[config.mk]
export PLATFORM = sky130hd
export DESIGN_NAME = multi_cycle_ctrl
export DESIGN_NICKNAME = d
export VERILOG_FILES = /design/src/rtl/cpu_pkg.sv /design/src/rtl/multi_cycle_ctrl_decode.sv /design/src/rtl/multi_cycle_ctrl.sv
export SDC_FILE = /design/constraint.sdc
export NUM_CORES = 1
export LEC_CHECK = 0
export ABC_CLOCK_PERIOD_IN_PS = 1850
export CAP_MARGIN = 20
export CORE_UTILIZATION = 38
export CTS_BUF_LIST = sky130_fd_sc_hd__clkbuf_8 sky130_fd_sc_hd__clkbuf_16
export CTS_CLUSTER_DIAMETER = 100
export DETAILED_ROUTE_END_ITERATION = 10
export MAX_ROUTING_LAYER = met4
export PLACE_DENSITY = 0.84
export SLEW_MARGIN = 25
export SYNTH_ARGS = -nofsm -noshare
export SYNTH_HDL_FRONTEND = slang
export SYNTH_HIERARCHICAL = 1
export SYNTH_SLANG_ARGS = --single-unit
[constraint.sdc]
create_clock -name clk -period 1.85 [get_ports clk]
set_clock_uncertainty 0.15 [all_clocks]
set_input_delay 0.4625 -clock clk [delete_from_list [all_inputs] [get_ports clk]]
set_output_delay 0.4625 -clock clk [all_outputs]
set_load 0.02 [all_outputs]
[src/rtl/cpu_pkg.sv]
// -----------------------------------------------------------------------------
// cpu_pkg
// Shared definitions for the CPU control path: opcode constants, the
// multi-cycle controller state encoding, ALU operation / operand-select /
// PC-source encodings and the bundled control-word struct.
// No ports (package).
// -----------------------------------------------------------------------------
package cpu_pkg;

    // Instruction opcodes, IR[31:26]
    localparam logic [5:0] OP_RTYPE = 6'b000000;
    localparam logic [5:0] OP_LW    = 6'b100011;
    localparam logic [5:0] OP_SW    = 6'b101011;
    localparam logic [5:0] OP_BEQ   = 6'b000100;
    localparam logic [5:0] OP_J     = 6'b000010;

    // Multi-cycle controller states; codes 11..14 are deliberately unused
    typedef enum logic [3:0] {
        ST_IDLE   = 4'd0,
        ST_FETCH  = 4'd1,
        ST_DECODE = 4'd2,
        ST_MEMADR = 4'd3,
        ST_MEMRD  = 4'd4,
        ST_MEMWB  = 4'd5,
        ST_MEMWR  = 4'd6,
        ST_EXEC   = 4'd7,
        ST_ALUWB  = 4'd8,
        ST_BRANCH = 4'd9,
        ST_JUMP   = 4'd10,
        ST_TRAP   = 4'd15
    } state_t;

    // ALU operation requested from ALU control
    localparam logic [1:0] ALUOP_FUNCT = 2'b00;
    localparam logic [1:0] ALUOP_ADD   = 2'b01;
    localparam logic [1:0] ALUOP_SUB   = 2'b10;

    // ALU operand B select
    localparam logic [1:0] SRCB_REGB    = 2'b00;
    localparam logic [1:0] SRCB_FOUR    = 2'b01;
    localparam logic [1:0] SRCB_IMM     = 2'b10;
    localparam logic [1:0] SRCB_IMM_SH2 = 2'b11;

    // PC source select
    localparam logic [1:0] PCSRC_ALU    = 2'b00;
    localparam logic [1:0] PCSRC_ALUOUT = 2'b01;
    localparam logic [1:0] PCSRC_JUMP   = 2'b10;

    // Full control word produced by the state decoder
    typedef struct packed {
        logic       pc_write;
        logic       pc_write_cond;
        logic       i_or_d;
        logic       mem_rd;
        logic       mem_wr;
        logic       ir_write;
        logic       mem_to_reg;
        logic [1:0] pc_source;
        logic [1:0] alu_op;
        logic       alu_src_a;
        logic [1:0] alu_src_b;
        logic       reg_wr;
        logic       reg_dst;
        logic       illegal;
    } ctrl_t;

    localparam ctrl_t CTRL_NONE = '0;

endpackage

[src/rtl/multi_cycle_ctrl_decode.sv]
// -----------------------------------------------------------------------------
// multi_cycle_ctrl_decode
// Purely combinational state-to-control decoder for the multi-cycle
// controller. Outputs are a function of the current state only, except the
// FETCH-phase IR/PC load strobes, which additionally wait for the memory to
// complete the instruction read.
// Ports:
//   i_state      current controller state
//   i_mem_ready  memory completes the current access this cycle
//   o_ctrl       bundled control word
// -----------------------------------------------------------------------------
module multi_cycle_ctrl_decode
    import cpu_pkg::*;
(
    input  state_t i_state,
    input  logic   i_mem_ready,
    output ctrl_t  o_ctrl
);

    always_comb begin
        o_ctrl = CTRL_NONE;
        case (i_state)
            ST_FETCH: begin
                // Read instruction at PC and compute PC+4 in parallel; the
                // IR and PC only load once the read actually completes.
                o_ctrl.mem_rd    = 1'b1;
                o_ctrl.i_or_d    = 1'b0;
                o_ctrl.alu_src_a = 1'b0;
                o_ctrl.alu_src_b = SRCB_FOUR;
                o_ctrl.alu_op    = ALUOP_ADD;
                o_ctrl.pc_source = PCSRC_ALU;
                o_ctrl.ir_write  = i_mem_ready;
                o_ctrl.pc_write  = i_mem_ready;
            end
            ST_DECODE: begin
                // Speculatively compute the branch target into ALUOut
                o_ctrl.alu_src_a = 1'b0;
                o_ctrl.alu_src_b = SRCB_IMM_SH2;
                o_ctrl.alu_op    = ALUOP_ADD;
            end
            ST_MEMADR: begin
                o_ctrl.alu_src_a = 1'b1;
                o_ctrl.alu_src_b = SRCB_IMM;
                o_ctrl.alu_op    = ALUOP_ADD;
            end
            ST_MEMRD: begin
                o_ctrl.mem_rd = 1'b1;
                o_ctrl.i_or_d = 1'b1;
            end
            ST_MEMWB: begin
                o_ctrl.reg_wr     = 1'b1;
                o_ctrl.reg_dst    = 1'b0;
                o_ctrl.mem_to_reg = 1'b1;
            end
            ST_MEMWR: begin
                // Held for the whole wait; memory commits on its ready cycle
                o_ctrl.mem_wr = 1'b1;
                o_ctrl.i_or_d = 1'b1;
            end
            ST_EXEC: begin
                o_ctrl.alu_src_a = 1'b1;
                o_ctrl.alu_src_b = SRCB_REGB;
                o_ctrl.alu_op    = ALUOP_FUNCT;
            end
            ST_ALUWB: begin
                o_ctrl.reg_wr     = 1'b1;
                o_ctrl.reg_dst    = 1'b1;
                o_ctrl.mem_to_reg = 1'b0;
            end
            ST_BRANCH: begin
                o_ctrl.alu_src_a     = 1'b1;
                o_ctrl.alu_src_b     = SRCB_REGB;
                o_ctrl.alu_op        = ALUOP_SUB;
                o_ctrl.pc_write_cond = 1'b1;
                o_ctrl.pc_source     = PCSRC_ALUOUT;
            end
            ST_JUMP: begin
                o_ctrl.pc_write  = 1'b1;
                o_ctrl.pc_source = PCSRC_JUMP;
            end
            ST_TRAP: begin
                o_ctrl.illegal = 1'b1;
            end
            default: o_ctrl = CTRL_NONE;
        endcase
    end

endmodule

[src/rtl/multi_cycle_ctrl.sv]
// -----------------------------------------------------------------------------
// multi_cycle_ctrl
// Main control FSM of the multi-cycle CPU. Sequences the shared ALU, the
// unified instruction/data memory port and the register file over several
// cycles per instruction (R-type, lw, sw, beq, j), waits on MemReady in every
// memory state and traps on unknown opcodes.
// Ports:
//   clk, rst_n    clock; synchronous active-low reset
//   OPCode        IR[31:26], looked at only in DECODE and MEMADR
//   MemReady      memory completes the current access this cycle
//   PCWrite .. RegDst  datapath control strobes / selects
//   Illegal       set while trapped; only reset leaves the trap
//   State         current state code (debug)
// -----------------------------------------------------------------------------
module multi_cycle_ctrl
    import cpu_pkg::*;
(
    input  logic       clk,
    input  logic       rst_n,
    input  logic [5:0] OPCode,
    input  logic       MemReady,
    output logic       PCWrite,
    output logic       PCWriteCond,
    output logic       IorD,
    output logic       MemRd,
    output logic       MemWr,
    output logic       IRWrite,
    output logic       MemtoReg,
    output logic [1:0] PCSource,
    output logic [1:0] ALUOP,
    output logic       ALUSrcA,
    output logic [1:0] ALUSrcB,
    output logic       RegWr,
    output logic       RegDst,
    output logic       Illegal,
    output logic [3:0] State
);

    state_t r_state;
    state_t w_state_next;
    ctrl_t  w_ctrl;

    // State register. Outputs are decoded from this register, so a reset
    // edge removes any pending write strobe from the very next cycle.
    always_ff @(posedge clk) begin
        if (!rst_n) begin
            r_state <= ST_IDLE;
        end else begin
            r_state <= w_state_next;
        end
    end

    // Next-state logic
    always_comb begin
        w_state_next = ST_IDLE;
        case (r_state)
            ST_IDLE:   w_state_next = ST_FETCH;
            ST_FETCH:  w_state_next = MemReady ? ST_DECODE : ST_FETCH;
            ST_DECODE: begin
                case (OPCode)
                    OP_LW, OP_SW: w_state_next = ST_MEMADR;
                    OP_RTYPE:     w_state_next = ST_EXEC;
                    OP_BEQ:       w_state_next = ST_BRANCH;
                    OP_J:         w_state_next = ST_JUMP;
                    default:      w_state_next = ST_TRAP;
                endcase
            end
            ST_MEMADR: begin
                // The opcode is re-examined here; anything that is no longer
                // a memory instruction is treated as illegal.
                case (OPCode)
                    OP_LW:   w_state_next = ST_MEMRD;
                    OP_SW:   w_state_next = ST_MEMWR;
                    default: w_state_next = ST_TRAP;
                endcase
            end
            ST_MEMRD:  w_state_next = MemReady ? ST_MEMWB : ST_MEMRD;
            ST_MEMWB:  w_state_next = ST_FETCH;
            ST_MEMWR:  w_state_next = MemReady ? ST_FETCH : ST_MEMWR;
            ST_EXEC:   w_state_next = ST_ALUWB;
            ST_ALUWB:  w_state_next = ST_FETCH;
            ST_BRANCH: w_state_next = ST_FETCH;
            ST_JUMP:   w_state_next = ST_FETCH;
            // TRAP is absorbing, which is what makes Illegal sticky
            ST_TRAP:   w_state_next = ST_TRAP;
            default:   w_state_next = ST_IDLE;
        endcase
    end

    // Output decode
    multi_cycle_ctrl_decode u_decode (
        .i_state     (r_state),
        .i_mem_ready (MemReady),
        .o_ctrl      (w_ctrl)
    );

    assign PCWrite     = w_ctrl.pc_write;
    assign PCWriteCond = w_ctrl.pc_write_cond;
    assign IorD        = w_ctrl.i_or_d;
    assign MemRd       = w_ctrl.mem_rd;
    assign MemWr       = w_ctrl.mem_wr;
    assign IRWrite     = w_ctrl.ir_write;
    assign MemtoReg    = w_ctrl.mem_to_reg;
    assign PCSource    = w_ctrl.pc_source;
    assign ALUOP       = w_ctrl.alu_op;
    assign ALUSrcA     = w_ctrl.alu_src_a;
    assign ALUSrcB     = w_ctrl.alu_src_b;
    assign RegWr       = w_ctrl.reg_wr;
    assign RegDst      = w_ctrl.reg_dst;
    assign Illegal     = w_ctrl.illegal;
    assign State       = r_state;

endmodule
==> impl_results.rst <==
.. list-table::
   :header-rows: 1

   * - Metric
     - Value
   * - Outcome
     - finished, violations left
   * - Total congestion overflow after global routing
     - 0
   * - Ys async rst share
     - 0%
   * - Delay of the slowest cell on the worst path
     - 320 ps
   * - First-pass GRT wire length
     - 2.801 mm
   * - Cell taking the most area after synthesis
     - dfxtp_1
   * - I/O pins
     - 30
   * - Highest clock rate
     - 0.5300 GHz
   * - Ratio of final minimum period to clock period
     - 102.0%
   * - Slew Viols, Final
     - 0
   * - Clock Pin Slew Worst Setup and Hold Paths
     - 30 ps
   * - Setup ws final
     - -36.68 ps
   * - Flip-flop count of the largest register, all copies and words added
     - 4
   * - Max-cap violations
     - 0
   * - Buffer type at the clock tree root
     - clkbuf_8
   * - Average vias per placed instance
     - 5.811
   * - Placed Instance Area
     - ~0.001 mm2
   * - Violated checks
     - negative setup slack
   * - Syn. warnings
     - 6
   * - Kind of path behind the tightest hold check
     - reg2reg
   * - Hold Vio Cnt, Final
     - 0
   * - Post-synth design cell area
     - 565.5 um2
   * - Areal power density over the cells
     - 1379 mW/mm2
   * - TritonCTS clock tree
     - done
   * - Placeable core region
     - 0.001350 mm2
   * - Setup repair after global routing missed its margin
     - yes
   * - Number of nets with antenna violations after routing
     - 0
   * - FF+latch count, synth
     - 4
   * - Inserted Clock Buffers
     - 3
   * - WL per Instance
     - between 10 and 15 um
   * - Largest net degree at the start of global routing
     - 15
   * - Cell-by-cell listing of the critical path
     - buf_6, buf_6, nand4bb_1, a21oi_1, buf_4
   * - Dominant cells by area after synthesis
     - dfxtp_1, nor2_1, nand2b_1, xnor2_1, a21oi_1
   * - Kind of end point of the critical path
     - output port
   * - Number of nets at the end of the flow
     - about 140
   * - Final antenna diode count
     - 0
   * - Dominant cell by count in the synthesized netlist
     - nor2_1
   * - Number of H-tree levels
     - 1
   * - Final critical delay including setup and external delays
     - between 1500 and 2000 ps
   * - # fillers
     - between 90 and 100
   * - Number of different library cells in the post-synthesis netlist
     - 36
   * - Max Fanout on Critical Path
     - 7
   * - Critical path startpoint category
     - register
   * - Area share of the largest cell type after synthesis
     - 14.16%
   * - Antenna violations before repair
     - 0
   * - Count of mapped cells out of synthesis
     - between 80 and 90
   * - Slowest stage cell, crit path
     - dfxtp_2
   * - Slew Limit Headroom
     - 74.91%
   * - Die outline width
     - between 40 and 50 um
   * - Clock insertion delay at the later pin of the skew report
     - ~220 ps
   * - Sinks on the clock net
     - 4
   * - Top cell types by occurrence after synthesis
     - nor2_1, a21oi_1, buf_2, nand2_1, nand2b_1
   * - P_leak
     - 0.5039 nW
   * - Most common cell type on the critical path
     - buf_6
   * - Total Die Area
     - 0.001647 mm2
   * - Routability congestion estimate from global placement
     - 0.9342
   * - Sum of routed wire length over all layers
     - 2.046 mm
   * - Fraction of final layout cells with drive strength greater than 1
     - 50.00%
   * - Data arrival at the endpoint of the critical path
     - 1270 ps
   * - Number of standard-cell rows in the floorplan
     - 13
   * - Port Buf Inserts
     - 29
   * - Combined flip-flop and latch cell area
     - 83.83 um2
   * - Total Power
     - 0.001511 W
   * - Fin area
     - 0.001096 mm2
   * - Initial core utilization
     - between 40% and 50%
   * - Post-route core utilization
     - about four fifths
   * - Total area of multi-input combinational cells
     - roughly 530 um2
   * - Required @ worst endpoint
     - 1240 ps
   * - Number of synthesized flops with an enable pin
     - 0
   * - Post-Syn Area per Cell
     - 6.982 um2
   * - Layout area overhead
     - 93.81%
   * - Total DRC errors in the routed layout
     - 0
   * - Number of detailed-route iterations in the first pass
     - 4
   * - Worst vdd rail ir drop
     - between 0.9 and 1 mV
   * - Via count
     - 831
   * - Global-route total usage across every layer
     - 25.87%
   * - Final HPWL from detailed placement
     - 1.379 mm
   * - Setup violators final
     - 1
   * - Transition at the pin with the smallest max-transition slack
     - 373.9 ps
   * - Overall die height
     - 40.58 um
   * - Maximum clock insertion buffer count
     - 2
   * - Via count of the first global-routing pass
     - approximately 690
   * - Sequential share of the synthesized area
     - 14.16%
   * - Detailed router's first-iteration violation count
     - 26
   * - Net count after synthesis
     - 90
   * - Most frequently used flop master after synthesis
     - dfxtp_1
   * - WS Path Type
     - reg2out
-- repair_timing --
action,4_1_cts,5_1_grt
buffers inserted,3,0
cloned,0,1
hold buffers,0,0
setup endpoints to repair,22,15
gates resized for setup,83,21
pin swaps,2,7
-- logic make-up after synthesis --
family	after synthesis	synth area share, %
AO/OA/AOI/OAI	24	28.98
XOR/XNOR	3	4.647
buffers and inverters	10	9.734
flip-flops	4	14.16
AND/OR/NAND/NOR	40	42.48
-- path summary, 6_finish.rpt --
kind | depth (start not counted) | end | startpoint | slack (ps)
min reg2reg | 3 | State[0] | State[0] | 530
max | 5 | PCWrite | State[3] | -40
max reg2reg | 7 | State[2] | State[3] | 10
min | 3 | State[0] | State[0] | 530
-- where the power goes --
| part | switching (W) | total [W] | leakage, nW | internal, W |
|---|---|---|---|---|
| sequential | 0.0000390 | 0.000162 | 0.0339 | 0.000123 |
| combinational | 0.000636 | 0.00117 | 0.448 | 0.000531 |
| clock | 0.0000440 | 0.000183 | 0.0216 | 0.000139 |
-- routing by layer --
metal  part of all wire [%]  up-vias  global-route usage, %
met4                    1.5        0                  8.333
met3                     10        6                  6.111
met1                     38      366                  26.80
met2                     50       64                  47.22
li1                       -      395                      -
met5                      0        -                      -
-- per-stage QoR --
step / std cells / TNS (ps) / worst slack [ps] / hold WS [ps]
detailed placement: 136 / -4275 / -634.8 / 504.1
CTS: 142 / -33.18 / -33.18 / 523.2
global placement: 136 / -3769 / -604.5 / 500.2
floorplan: 81 / 0 / 14.18 / 401.9
finish: 143 / -36.68 / -36.68 / 528.9
global route: 143 / -120.4 / -64.06 / 558.4
-- cell type report --
cell class / instances / share of cell area [%]
Timing Repair Buffer: 51 / 37.56
Sequential cell: 4 / 7.648
Tap cell: 15 / 1.712
Clock buffer: 3 / 3.767
Multi-Input combinational cell: 67 / 48.29
Inverter: 3 / 1.027
-- worst max-delay path: cells and delay by family (launching register included) --
family | cells | cell delay (ps)
flip-flops | 1 | 320
AO/OA/AOI/OAI | 1 | 170
buffers and inverters | 3 | 400
AND/OR/NAND/NOR | 1 | 170
-- cells in the final DEF, fill, tap and decap left out, drive strengths merged, types with 2 or more instances in the layout --
cell	instances
o21ai	5
nor4b	2
nand3b	2
nor3b	2
nand2b	5
dlymetal6s2s	4
clkdlybuf4s50	3
buf	38
nor3	4
clkbuf	4
inv	3
nand2	5
a21oi	7
a211oi	2
dlygate4sd2	5
dfxtp	4
a311oi	2
o2111ai	2
nor2b	3
nor2	9
xnor2	3
Power figures use the tool's default switching activity.
